### src/rtl/mcp3202_pkg.sv
// Shared definitions for the MCP3202 conversion scheduler: FSM encoding and
// the AXI-Stream beat layout.
package mcp3202_pkg;

    localparam logic [2:0] S_IDLE  = 3'd0;
    localparam logic [2:0] S_START = 3'd1;
    localparam logic [2:0] S_CONV  = 3'd2;
    localparam logic [2:0] S_PUSH  = 3'd3;
    localparam logic [2:0] S_NEXT  = 3'd4;

    localparam int RES_W = 12;

    // Channel in bit 15, result in bits 11:0, bits 14:12 reserved as zero.
    typedef struct packed {
        logic             ch;
        logic [2:0]       rsvd;
        logic [RES_W-1:0] res;
    } beat_t;

    function automatic beat_t pack_beat(input logic ch, input logic [RES_W-1:0] res);
        beat_t b;
        b.ch   = ch;
        b.rsvd = '0;
        b.res  = res;
        return b;
    endfunction

endpackage

### src/rtl/smpl_tick_gen.sv
// Sample-rate tick: one-cycle pulse every FCLK/FSMPL clocks while en is high.
module smpl_tick_gen #(
    parameter int unsigned FCLK  = 100_000_000,
    parameter int unsigned FSMPL = 200
) (
    input  logic clk,
    input  logic rst_n,
    input  logic en,
    output logic tick
);

    localparam int unsigned DIV = FCLK / FSMPL;
    localparam int          W   = (DIV > 1) ? $clog2(DIV) : 1;
    localparam logic [W-1:0] TOP = W'(DIV - 1);

    logic [W-1:0] cnt;

    // Counter parks at zero while disabled so re-enabling gives a full period.
    always_ff @(posedge clk or negedge rst_n) begin
        if (!rst_n) begin
            cnt  <= '0;
            tick <= 1'b0;
        end else if (!en) begin
            cnt  <= '0;
            tick <= 1'b0;
        end else begin
            tick <= (cnt == TOP);
            cnt  <= (cnt == TOP) ? '0 : cnt + W'(1);
        end
    end

endmodule

### src/rtl/mcp3202_conv_sched.sv
// MCP3202 conversion scheduler: per tick, converts each enabled channel once
// (CH0 then CH1) and streams the results out in SMPLS-beat packets.
module mcp3202_conv_sched
    import mcp3202_pkg::*;
#(
    parameter int unsigned FCLK  = 100_000_000,
    parameter int unsigned FSMPL = 200,
    parameter int unsigned SMPLS = 30
) (
    input  logic        clk,
    input  logic        rst_n,
    input  logic        enable,
    input  logic [1:0]  ch_en,
    output logic        conv_start,
    output logic        conv_sgl,
    output logic        conv_odd,
    input  logic        conv_done,
    input  logic [11:0] conv_data,
    output logic [15:0] m_axis_tdata,
    output logic        m_axis_tvalid,
    input  logic        m_axis_tready,
    output logic        m_axis_tlast,
    output logic        pkt_irq,
    output logic        overrun,
    input  logic        overrun_clr
);

    localparam int            BW   = (SMPLS > 1) ? $clog2(SMPLS) : 1;
    localparam logic [BW-1:0] LAST = BW'(SMPLS - 1);

    logic [2:0]    state;
    logic          tick;
    logic          ch;
    logic          hi_en;
    logic [BW-1:0] beat_cnt;
    beat_t         hold;
    logic          accept;

    smpl_tick_gen #(
        .FCLK  (FCLK),
        .FSMPL (FSMPL)
    ) u_tick (
        .clk   (clk),
        .rst_n (rst_n),
        .en    (enable),
        .tick  (tick)
    );

    assign conv_start    = (state == S_START);
    assign conv_sgl      = 1'b1;
    assign conv_odd      = ch;
    assign m_axis_tvalid = (state == S_PUSH);
    assign m_axis_tlast  = m_axis_tvalid && (beat_cnt == LAST);
    assign m_axis_tdata  = hold;
    assign accept        = m_axis_tvalid && m_axis_tready;

    always_ff @(posedge clk or negedge rst_n) begin
        if (!rst_n) begin
            state    <= S_IDLE;
            ch       <= 1'b0;
            hi_en    <= 1'b0;
            hold     <= '0;
            beat_cnt <= '0;
            pkt_irq  <= 1'b0;
            overrun  <= 1'b0;
        end else begin
            pkt_irq <= accept && m_axis_tlast;

            // A tick landing on a busy round is dropped; setting beats clearing.
            if (tick && state != S_IDLE)
                overrun <= 1'b1;
            else if (overrun_clr)
                overrun <= 1'b0;

            case (state)
                S_IDLE: begin
                    // Mask is captured here so mid-round edits wait for the next round.
                    if (tick && ch_en != 2'b00) begin
                        ch    <= ~ch_en[0];
                        hi_en <= ch_en[1];
                        state <= S_START;
                    end
                end
                S_START: state <= S_CONV;
                S_CONV: begin
                    if (conv_done) begin
                        hold  <= pack_beat(ch, conv_data);
                        state <= S_PUSH;
                    end
                end
                S_PUSH: begin
                    if (m_axis_tready) begin
                        beat_cnt <= (beat_cnt == LAST) ? '0 : beat_cnt + BW'(1);
                        state    <= S_NEXT;
                    end
                end
                S_NEXT: begin
                    if (!ch && hi_en) begin
                        ch    <= 1'b1;
                        state <= S_START;
                    end else begin
                        state <= S_IDLE;
                    end
                end
                default: state <= S_IDLE;
            endcase
        end
    end

endmodule

### config.mk
export PLATFORM = sky130hd
export DESIGN_NAME = mcp3202_conv_sched
export DESIGN_NICKNAME = d
export VERILOG_FILES = /design/src/rtl/mcp3202_pkg.sv /design/src/rtl/smpl_tick_gen.sv /design/src/rtl/mcp3202_conv_sched.sv
export SDC_FILE = /design/constraint.sdc
export NUM_CORES = 1
export LEC_CHECK = 0
export ABC_AREA = 1
export CAP_MARGIN = 0
export CORE_MARGIN = 8
export CORE_UTILIZATION = 30
export CTS_BUF_LIST = sky130_fd_sc_hd__clkbuf_4 sky130_fd_sc_hd__clkbuf_8
export DETAILED_ROUTE_END_ITERATION = 8
export SETUP_SLACK_MARGIN = 0.05
export SKIP_CTS_REPAIR_TIMING = 1
export SYNTH_ARGS = -nofsm -noshare
export SYNTH_HDL_FRONTEND = slang
export SYNTH_SLANG_ARGS = --single-unit
### constraint.sdc
create_clock -name clk -period 2.5 [get_ports clk]
set_clock_uncertainty 0.1 [all_clocks]
set_input_delay 0.375 -clock clk [delete_from_list [all_inputs] [get_ports clk]]
set_output_delay 0.375 -clock clk [all_outputs]
set_load 0.05 [all_outputs]
# Word level (Yosys, flattened, before mapping)
# Index checks and enable logic that the tools add are counted.
# op_classes
n_reduce_logical	17
n_addsub	2
n_mux	14
eq_ne	10
bitwise_logic	1
n_div	0
n_mul	0
n_shift	0
n_lt_le_gt_ge	0
# op_table
operator	count
$mux 19	2
$add 19x1->19 const B	1
$eq 19x19->1 const B	1
$pmux 3 s5	1
$mux 3	3
$eq 3x2->1 const B	2
$logic_and 1x1->1	6
$mux 1	6
$ne 2x2->1 const B	3
$reduce_and 2->1	3
$reduce_and 3->1	2
$reduce_bool 2->1	3
$add 5x1->5 const B	1
$eq 5x5->1 const B	1
$mux 5	1
$eq 3x1->1 const B	1
$eq 3x3->1 const B	1
$logic_not 3->1	1
$reduce_bool 3->1	1
$ne 2x1->1 const B	1
$pmux 1 s2	1
$logic_not 1->1	1
$not 1->1	1
# totals
mem_bits_ro	0
ramBits	0
latchBits	0
input_bits	20
n_memories	0
reg_bits	45

# Logic depth before layout (Yosys ltp)
# Gate-level depths: netlist of run 1.
# logic_depth
depth_word	4
depth_mapped	9

# Cells and area by module
# A second synthesis of run 1 with hierarchy kept.
# hier_totals
cells_unflattened	320
hier_area_um2	2464.9
# by_module_without_submodules
module	instances	cells_each	area_per_inst_um2
mcp3202_conv_sched	1	147	1262.5
smpl_tick_gen	1	173	1202.4

# Worst setup path after synthesis of run 1
# No wires, ideal clock.
# synth_path
kind	register to register
startpoint	reg state[1]
endpoint	reg state[1]
arrival_time_ns	1.919
path_slack_ns	0.405
t_required_ns	2.324
path_stages_with_launch	5
path_cell_list	dfrtp_1 > nor3_1 > or2_1 > inv_1 > o21ai_1
# synth_between
elab_cells_between_ends	10
cone_classes	eq/ne (7); mux (1); reduce/logical (2)
# synth_rtl
element	line_no	rtl
start: declaration	mcp3202_conv_sched.sv:31	logic [2:0] state;
start signal: assignment	mcp3202_conv_sched.sv:59	state <= S_IDLE;
start signal: assignment	mcp3202_conv_sched.sv:81	state <= S_START;
start signal: assignment	mcp3202_conv_sched.sv:84	S_START: state <= S_CONV;
$eq 3x1->1	--	
via conv_start	mcp3202_conv_sched.sv:14	output logic conv_start,
$pmux 3 s5	mcp3202_conv_sched.sv:75	case (state)
# The timed path passes the listed nets, and every way through them passes these cells.
# A chain may end at the register's enable or synchronous reset.

# Final worst setup path of run 1
# layout_path
startpoint	reg state[1]
endpoint	out conv_start
# layout_between
elab_chain_len	1
# layout_lines
element	line_no	rtl
$eq 3x1->1	mcp3202_conv_sched.sv:49	assign conv_start = (state == S_START);
end: declaration	mcp3202_conv_sched.sv:14	
# No other way between the ends.

==> results.toml, run 1 <==
[placed_design]
hpwl_mm = 4.04
dp_cells = 450
pre_cts_slack_ps = 498
io_buffers = 38
routabilityCongestion = 0.854

[detailed_routing]
vias_per_cell = 4.38
vias = 2005
firstDrtPassIters = 4
wl_per_cell_um = 11.7
drc = 0
ant_nets = 0
wirelength_mm = 5.34
drtIter0Drc = 125

[setup_path]
start_kind = "register"
cp-end-kind = "output port"
r2r_slack_ps = 840
slowest_delay_ps = 840
ff2ff_path_depth = 6
crit_slowest_cell = "clkdlybuf4s50_1"
worst-path-max-fanout = 5
path_class = "reg -> out"
crit_required_ps = 2030
crit_chain = "nor3_1, clkdlybuf4s50_1"
arrival_ps = 1840

[grt]
grt_pass1_wl_mm = 9.52
grt_pass1_vias = 2095
grt_use_total_pct = 10.1
antenna_found_initial = 0
gr-total-overflow = 0
use_met1_pct = 12.4
grt-busiest-layer = "met2"
grt_max_degree = 46
grt_use_met2_pct = 16.2
grtUsageMet3_pct = 3.27

[yosys]
synth.most_common_cell = "nand2_1"
synth-edff-count = 0
synth_area_leaders = "dfrtp_1, nand2_1, nor2_1"
synth_common_cells = "nand2_1, nor2_1, dfrtp_1"
synthDistinctLibCells = 32
syn_inst = 311
yosys.area_share.adder_pct = 1.54
synth_compound_area_share_pct = 3.80
synth_top_family_by_area = "simple AND/OR/NAND/NOR gates"
yosysTopAreaCell = "dfrtp_1"
yosys.area_share.xor_xnor_pct = 3.59
ys_ff_latch = 45
yosys.area_share.simple_pct = 36.7
ys_async_sr_fraction_pct = 100
muxShareOfSynthArea_pct = 0
avgSynthCellArea_um2 = 7.84
yosysWarnings = 0
synth_area_mm2 = 0.00244
ys.flop_type = "dfrtp_1"
synth_top_area_share_pct = 46.2
synth-seq-area-share_pct = 46.2

[sta]
timing.fmax_ghz = 0.432
slew_headroom_pct = 61.9
period_share_pct = 92.7
drv_slew = 0
period_needed_ps = 2320
fin_ws_ps = 183
setup_viol = 0
hold_violations = 0
setup_tns_ps = 0
rsz0062_at_grt = "false"
worst_slew_pin_slew_ps = 572

[die]
die_y_um = 106
die-area_mm2 = 0.0113
initial_utilization_pct = 30.3
row_count = 33
ios = 43
die_w_um = 106
fp.coreArea_mm2 = 0.00805

[job]
maxCapViolations = 0

[final_layout]
fill_cells = 860
stdcell_count = 458
drive_gt1_share_pct = 12.2
n_antenna_cell = 0
fin_nets = 375
area_growth_pct = 23.3
fin_util_pct = 37.3

[clocking]
clk_latency_ps = 300
cts_sinks = 45
cts_tree = "yes"
clkTransAtPathRegs_ps = 90
ctsLongestPathBuffers = 2
cts_buffers = 5
h-tree-depth = 2
ctsRootBufferMaster = "clkbuf_8"

[power_and_ir_drop]
power_density_mw_per_mm2 = 824
p_leak_nw = 1.38
ir_worst_vdd_mv = 0.255
power_mw = 2.48

[status]
status = "completed"

[hold_path]
hp-class = "in -> async"
## cells by family (layout without fill, tap and decap cells)
group,count (synthesis),count (layout)
other cells,2,4
buf+inv,46,86
fa+ha+maj,3,3
xor+xnor,10,10
compound gates,18,18
simple gates,187,187
flops,45,45
## metal layers
metal	share of wire [%]	vias up
met5	0	-
met4	0.79	0
met3	6.1	4
met2	46	48
met1	47	918
li1	-	1035
## sequential cells by signal, summed over array words and instances, names as in the netlist
name / flops
beat_cnt: 5
conv_odd: 1
hi_en: 1
m_axis_tdata: 13
overrun: 1
pkt_irq: 1
state: 3
u_tick.cnt: 19
u_tick.tick: 1
## final timing paths
check | end | start
min reg2reg | u_tick.cnt[0] | u_tick.cnt[0]
max reg2reg | m_axis_tdata[15] | state[0]
max in group asynchronous | u_tick.cnt[11] | rst_n
min in group clk | u_tick.cnt[0] | u_tick.cnt[0]
max | conv_start | state[1]
min | pkt_irq | rst_n
## power by group
| part | total [mW] | leakage [nW] | switching, mW | internal (mW) |
|---|---|---|---|---|
| clock | 0.462 | 0.0445 | 0.264 | 0.199 |
| combinational | 1.03 | 0.732 | 0.688 | 0.337 |
| sequential | 0.989 | 0.598 | 0.111 | 0.878 |
## layout make-up
cell class	instances	area, um^2	share of cell area, %
sequential	45	1130	37.5
clock buffer	5	68.8	2.29
multi-input combinational	222	1130	37.5
clock inverter	3	21.3	0.708
timing repair buffer	40	388	12.9
inverter	38	143	4.75
tap	105	131	4.37
## per-stage QoR
stage / hold WS (ps) / instance area (um^2)
after floorplan: -20.6 / 2440
after detailed placement: 350 / 2920
after CTS: 73.1 / 3010
after global placement: 348 / 2920
final: 44.6 / 3010
after global routing: 97.9 / 3010
## placed cells by master, fill, tap and decap left out, drive strengths merged, types with 5 or more instances in the layout
cell type | netlist | routed
clkdlybuf4s50 | 0 | 36
nor2 | 65 | 65
nand2 | 80 | 80
dfrtp | 45 | 45
nand3 | 32 | 32
clkbuf | 1 | 5
xnor2 | 6 | 6
inv | 37 | 38
a21oi | 5 | 5
o21ai | 11 | 11
## worst max-delay path: cells and delay by family, from the launching register on
kind	cells	cell delay, ps
buffers and inverters	1	840
AND/OR/NAND/NOR	1	240
flip-flops	1	460
Power figures use the tool's default switching activity.
==> run 2, diff against run 1 <==
--- a/config.mk
+++ b/config.mk
@@ -10,9 +10,11 @@
 export CORE_MARGIN = 8
 export CORE_UTILIZATION = 30
 export CTS_BUF_LIST = sky130_fd_sc_hd__clkbuf_4 sky130_fd_sc_hd__clkbuf_8
+export CTS_CLUSTER_SIZE = 8
 export DETAILED_ROUTE_END_ITERATION = 8
 export SETUP_SLACK_MARGIN = 0.05
 export SKIP_CTS_REPAIR_TIMING = 1
 export SYNTH_ARGS = -nofsm -noshare
 export SYNTH_HDL_FRONTEND = slang
+export SYNTH_HIERARCHICAL = 1
 export SYNTH_SLANG_ARGS = --single-unit
==> run 2 against run 1 <==
Against the previous run: area after synthesis up 1.1%; core utilization about the same; power up 2.1%; register-to-register slack worse by 20 ps; largest cell class is now sequential cells; cell area up 0.54%; synthesized cell count up 2.9%; combinational power up 5%; worst hold slack better by 340 ps; count of clock-buffer cells in the layout unchanged; critical path depth up 1; routed wire length down 3.2%.
==> results.toml, run 2 <==
[status]
status = "completed"

[setup_path]
r2r_slack_ps = 820
endpoint = "m_axis_tvalid"
path_class = "reg -> out"
crit_chain = "nand2_2, nor2_1, dlymetal6s2s_1"
path_buf_inv = 1
cp-end-kind = "output port"
start_kind = "register"
worst-path-max-fanout = 6
ff2ff_path_depth = 4
cp_top_family = "flip-flops"
crit_required_ps = 2030
cp-startpoint = "state[1]"
arrival_ps = 1510
cp.depth = 3
r2r-start = "state[2]"
rr_endpoint = "m_axis_tdata[1]"
crit_slowest_cell = "dfrtp_1"
slowest_delay_ps = 460

[clocking]
cts_buffers = 5
cts_sinks = 45
cts_tree = "yes"
h-tree-depth = 2
clk_latency_ps = 300
ctsRootBufferMaster = "clkbuf_8"
clkTransAtPathRegs_ps = 90
ctsLongestPathBuffers = 2

[placed_design]
routabilityCongestion = 0.847
io_buffers = 38
place_area_mm2 = 0.00292
hpwl_mm = 4.00

[power_and_ir_drop]
seqPwrFrac_pct = 39.7
ir_worst_vdd_mv = 0.208
switchingPower_mw = 1.09
clkPwrFrac_pct = 17.8
p_leak_nw = 1.47
p_int_mw = 1.44
power_density_mw_per_mm2 = 837
p_comb_share_pct = 42.5
swShare_pct = 42.9

[sta]
setup_viol = 0
rsz0062_at_grt = "false"
hold_violations = 0
slew_headroom_pct = 61.8
period_needed_ps = 1990
worst_slew_pin_slew_ps = 572
timing.fmax_ghz = 0.503
period_share_pct = 79.5
setup_tns_ps = 0
drv_slew = 0

[grt]
grt_pass1_vias = 1924
grt_pass1_wl_mm = 8.90
grt_use_total_pct = 9.48
grt_max_degree = 29
gr-total-overflow = 0
antenna_found_initial = 0

[yosys]
synthDistinctLibCells = 28
avgSynthCellArea_um2 = 7.70
synth-seq-area-share_pct = 45.7
yosysWarnings = 6
synth.most_common_cell = "nand2_1"
synth_common_cells = "nand2_1, nor2_1, inv_1"
yosysTopAreaCell = "dfrtp_1"
synth_area_leaders = "dfrtp_1, nand2_1, nor2_1"
syn_inst = 320
ys_ff_latch = 45
ys_async_sr_fraction_pct = 100
synth_top_area_share_pct = 45.7
synth-edff-count = 0
ys.flop_type = "dfrtp_1"
synth_area_mm2 = 0.00246

[final_layout]
area_growth_pct = 22.6
final_common_cell = "nand2_1"
drive_gt1_share_pct = 10.8
largest_reg_flops = 19
largest_register = "u_tick/cnt"
design_area_mm2 = 0.00302
fin_nets = 384
n_antenna_cell = 0
final_cell_mix = "nand2_1, nor2_1, inv_1, dfrtp_1, clkdlybuf4s50_1"
fill_cells = 849

[detailed_routing]
firstDrtPassIters = 4
vias_per_cell = 4.38
wl_per_cell_um = 11.1
drtIter0Drc = 106
wirelength_mm = 5.17
drc = 0
ant_nets = 0
vias = 2047

[die]
die-area_mm2 = 0.0114
die_w_um = 107
initial_utilization_pct = 30.5
fp.coreArea_mm2 = 0.00809
die_y_um = 107
ios = 43
row_count = 33

[hold_path]
hp-class = "reg -> reg"

[job]
maxCapViolations = 0
-- run 2: how the worst min path moves through the flow --
stage               slack, ps         endpoint       startpoint  cells after the start
floorplan                 -20      beat_cnt[0]            rst_n                      0
global placement          220          pkt_irq            rst_n                      1
detailed placement        230          pkt_irq            rst_n                      1
CTS                      -100          pkt_irq            rst_n                      1
global route              420  m_axis_tdata[2]  m_axis_tdata[2]                      2
finish                    380  m_axis_tdata[8]  m_axis_tdata[8]                      2
-- run 2: cell families (layout without fill, tap and decap cells) --
family          count (synthesis)  count (layout)  synth area share, %
simple gates                  176             176                 32.0
buf+inv                        59              99                 10.5
flops                          45              45                 45.7
compound gates                 27              27                 7.16
xor+xnor                        8               8                 2.84
fa+ha+maj                       3               3                 1.52
other cells                     2               4                0.305
-- run 2: cell type report --
class / count / area, um^2 / area share [%]
sequential: 45 / 1130 / 37.3
multi-input combinational: 218 / 1090 / 36.0
timing repair buffer: 40 / 395 / 13.1
inverter: 51 / 191 / 6.34
tap: 105 / 131 / 4.35
clock buffer: 5 / 68.8 / 2.28
clock inverter: 3 / 21.3 / 0.704
-- run 2: per-layer routing --
metal / global-route usage (%) / share of wire [%] / wire length [um]
met5: 0 / 0 / 0
met4: 2.71 / 0.95 / 49
met3: 3.12 / 7.0 / 360
met2: 15.2 / 45 / 2340
met1: 11.9 / 47 / 2420
-- run 2: worst register-to-register path, stage by stage (launching register included) --
cell     delay [ps]
dfrtp_1         500
nor2_4          190
nand3_2         460
nand2_1         240
o21ai_2          70
-- run 2: power groups by stage --
| stage | sequential, mW | combinational, mW | clock (mW) |
|---|---|---|---|
| global placement | 1.01 | 1.08 | 0 |
| CTS | 1.01 | 1.09 | 0.476 |
| floorplan | 1.33 | 0.443 | 0 |
| finish | 1.00 | 1.08 | 0.451 |
| global route | 1.03 | 1.17 | 0.512 |
| detailed placement | 1.02 | 1.09 | 0 |
-- run 2: through the flow --
step | total power, mW | utilization, % | setup WS, ps | hold WS, ps | cells
after global placement | 2.09 | 36.0 | 486 | 224 | 458
after detailed placement | 2.11 | 36.0 | 445 | 235 | 458
after global routing | 2.71 | 37.3 | 385 | 421 | 467
after floorplan | 1.78 | - | 209 | -20.6 | 322
final | 2.53 | 37.3 | 512 | 384 | 467
after CTS | 2.57 | 37.2 | 95.6 | -103 | 466
==> run 3, diff against run 2 <==
==> constraint.sdc (replaced) <==
create_clock -name clk -period 1.87 [get_ports clk]
set_clock_uncertainty 0.1 [all_clocks]
set_input_delay 0.2805 -clock clk [delete_from_list [all_inputs] [get_ports clk]]
set_output_delay 0.2805 -clock clk [all_outputs]
set_load 0.05 [all_outputs]
==> run 3 against run 2 <==
Against the previous run: the run now ends with negative hold slack left; worst hold slack worse by 440 ps; cell area up 0.91%; power rose by 37%; combinational power grew 36%; first-iteration DRC count is 44% lower; count of clock-buffer cells in the layout unchanged.
==> results.toml, run 3 (synthesized netlist as in run 2, its figures left out) <==
[detailed_routing]
drc = 0
drtIter0Drc = 59
wirelength_mm = 5.09
vias_per_cell = 4.27
wl_per_cell_um = 10.9
vias = 1994
ant_nets = 0
firstDrtPassIters = 4

[status]
status = "finished with violations"
violations = "negative hold slack"

[die]
die_y_um = 107
initial_utilization_pct = 30.5
die_w_um = 107
ios = 43
die-area_mm2 = 0.0114
fp.coreArea_mm2 = 0.00809
row_count = 33

[placed_design]
routabilityCongestion = 0.856
dp_cells = 459
io_buffers = 38
hpwl_mm = 3.85

[power_and_ir_drop]
p_comb_share_pct = 42.6
switchingPower_mw = 1.50
p_int_mw = 1.95
clkPwrFrac_pct = 18.3
seqPwrFrac_pct = 39.1
p_leak_nw = 1.50
power_density_mw_per_mm2 = 1130
ir_worst_vdd_mv = 0.363
power_mw = 3.46
swShare_pct = 43.5

[clocking]
cts_buffers = 5
cts_tree = "yes"
ctsRootBufferMaster = "clkbuf_8"
clk_latency_ps = 300
ctsLongestPathBuffers = 2
h-tree-depth = 2
clkTransAtPathRegs_ps = 90
cts_sinks = 45

[setup_path]
cp-end-kind = "output port"
arrival_ps = 1380
worst-path-max-fanout = 6
r2r_slack_ps = 340
crit_required_ps = 1490
rr_endpoint = "u_tick/cnt[18]"
ff2ff_path_depth = 8
r2r-start = "u_tick/cnt[0]"
start_kind = "register"
path_class = "reg -> out"

[final_layout]
final_common_cell = "nand2_1"
n_antenna_cell = 0
largest_reg_flops = 19
fin_util_pct = 37.7
final_cell_mix = "nand2_1, nor2_1, inv_1, dfrtp_1, nand3_1"
fin_nets = 384
stdcell_count = 467
area_growth_pct = 23.7
drive_gt1_share_pct = 16.9
largest_register = "u_tick/cnt"

[sta]
rsz0062_at_grt = "true"
timing.fmax_ghz = 0.567
setup_viol = 0
drv_slew = 0
hold_slack_ps = -57.3
period_needed_ps = 1760
hold_violations = 45
slew_headroom_pct = 62.5
period_share_pct = 94.3
worst_slew_pin_slew_ps = 562

[hold_path]
hp-class = "in -> async"

[grt]
gr-total-overflow = 0
grt_use_total_pct = 9.16
grt_max_degree = 46
grt_pass1_wl_mm = 8.61
antenna_found_initial = 0
grt_pass1_vias = 1950

[job]
maxCapViolations = 0
## run 3: changes by cell type in the layout (fill, tap and decap cells not counted)
cell / previous run / this run
dlygate4sd3_1: 1 / 0
dfrtp_1: 45 / 42
dfrtp_2: 0 / 3
nor3_2: 1 / 2
nor2_4: 3 / 4
clkinv_2: 1 / 0
clkdlybuf4s50_1: 34 / 18
buf_4: 2 / 15
clkinv_4: 0 / 1
buf_12: 0 / 4
nor3_1: 1 / 0
nor2_1: 53 / 52
## run 3: final cells by class
type	count	area, um^2
Clock buffer	5	68.8
Clock inverter	3	25.0
Fill cell	850	5040
Inverter	51	191
Multi-Input combinational cell	218	1100
Sequential cell	45	1130
Tap cell	105	131
Timing Repair Buffer	40	403
## run 3: power groups by stage
stage	clock network, mW	registers [mW]	logic [mW]
2_1_floorplan	0	1.79	0.599
6_report	0.633	1.35	1.47
3_5_place_dp	0	1.37	1.48
4_1_cts	0.660	1.35	1.49
5_1_grt	0.698	1.39	1.59
3_3_place_gp	0	1.37	1.47
## run 3: layer usage
layer  vias up  routed length (um)  GRT usage, %
met5         -                   0             0
met4         0                  53          3.52
met3         5                 309          2.76
met2        40                2310          14.7
met1       897                2420          11.3
li1       1052                   -             -
## run 3: critical path, cell delays in order, from the launching register on
cell and delay, ps:
dfrtp_2 440, nand2_2 120, nor2_4 140, nand4_1 120, inv_1 120, buf_12 140
## run 3: stage by stage
step	TNS (ps)	setup WS [ps]	cell area, um^2
floorplan	-57.3	-57.3	2480
global placement	0	282	2940
detailed placement	0	266	2940
CTS	-41.7	-41.7	3040
global route	0	11.4	3050
finish	0	106	3050
## run 3: worst max path at each step
stage | endpoint | start | slack (ps)
2_1_floorplan | m_axis_tlast | state[1] | -60
3_3_place_gp | beat_cnt[0] | m_axis_tready | 280
3_5_place_dp | beat_cnt[2] | m_axis_tready | 270
4_1_cts | m_axis_tlast | state[1] | -40
5_1_grt | m_axis_tlast | state[1] | 10
6_report | m_axis_tlast | state[1] | 110
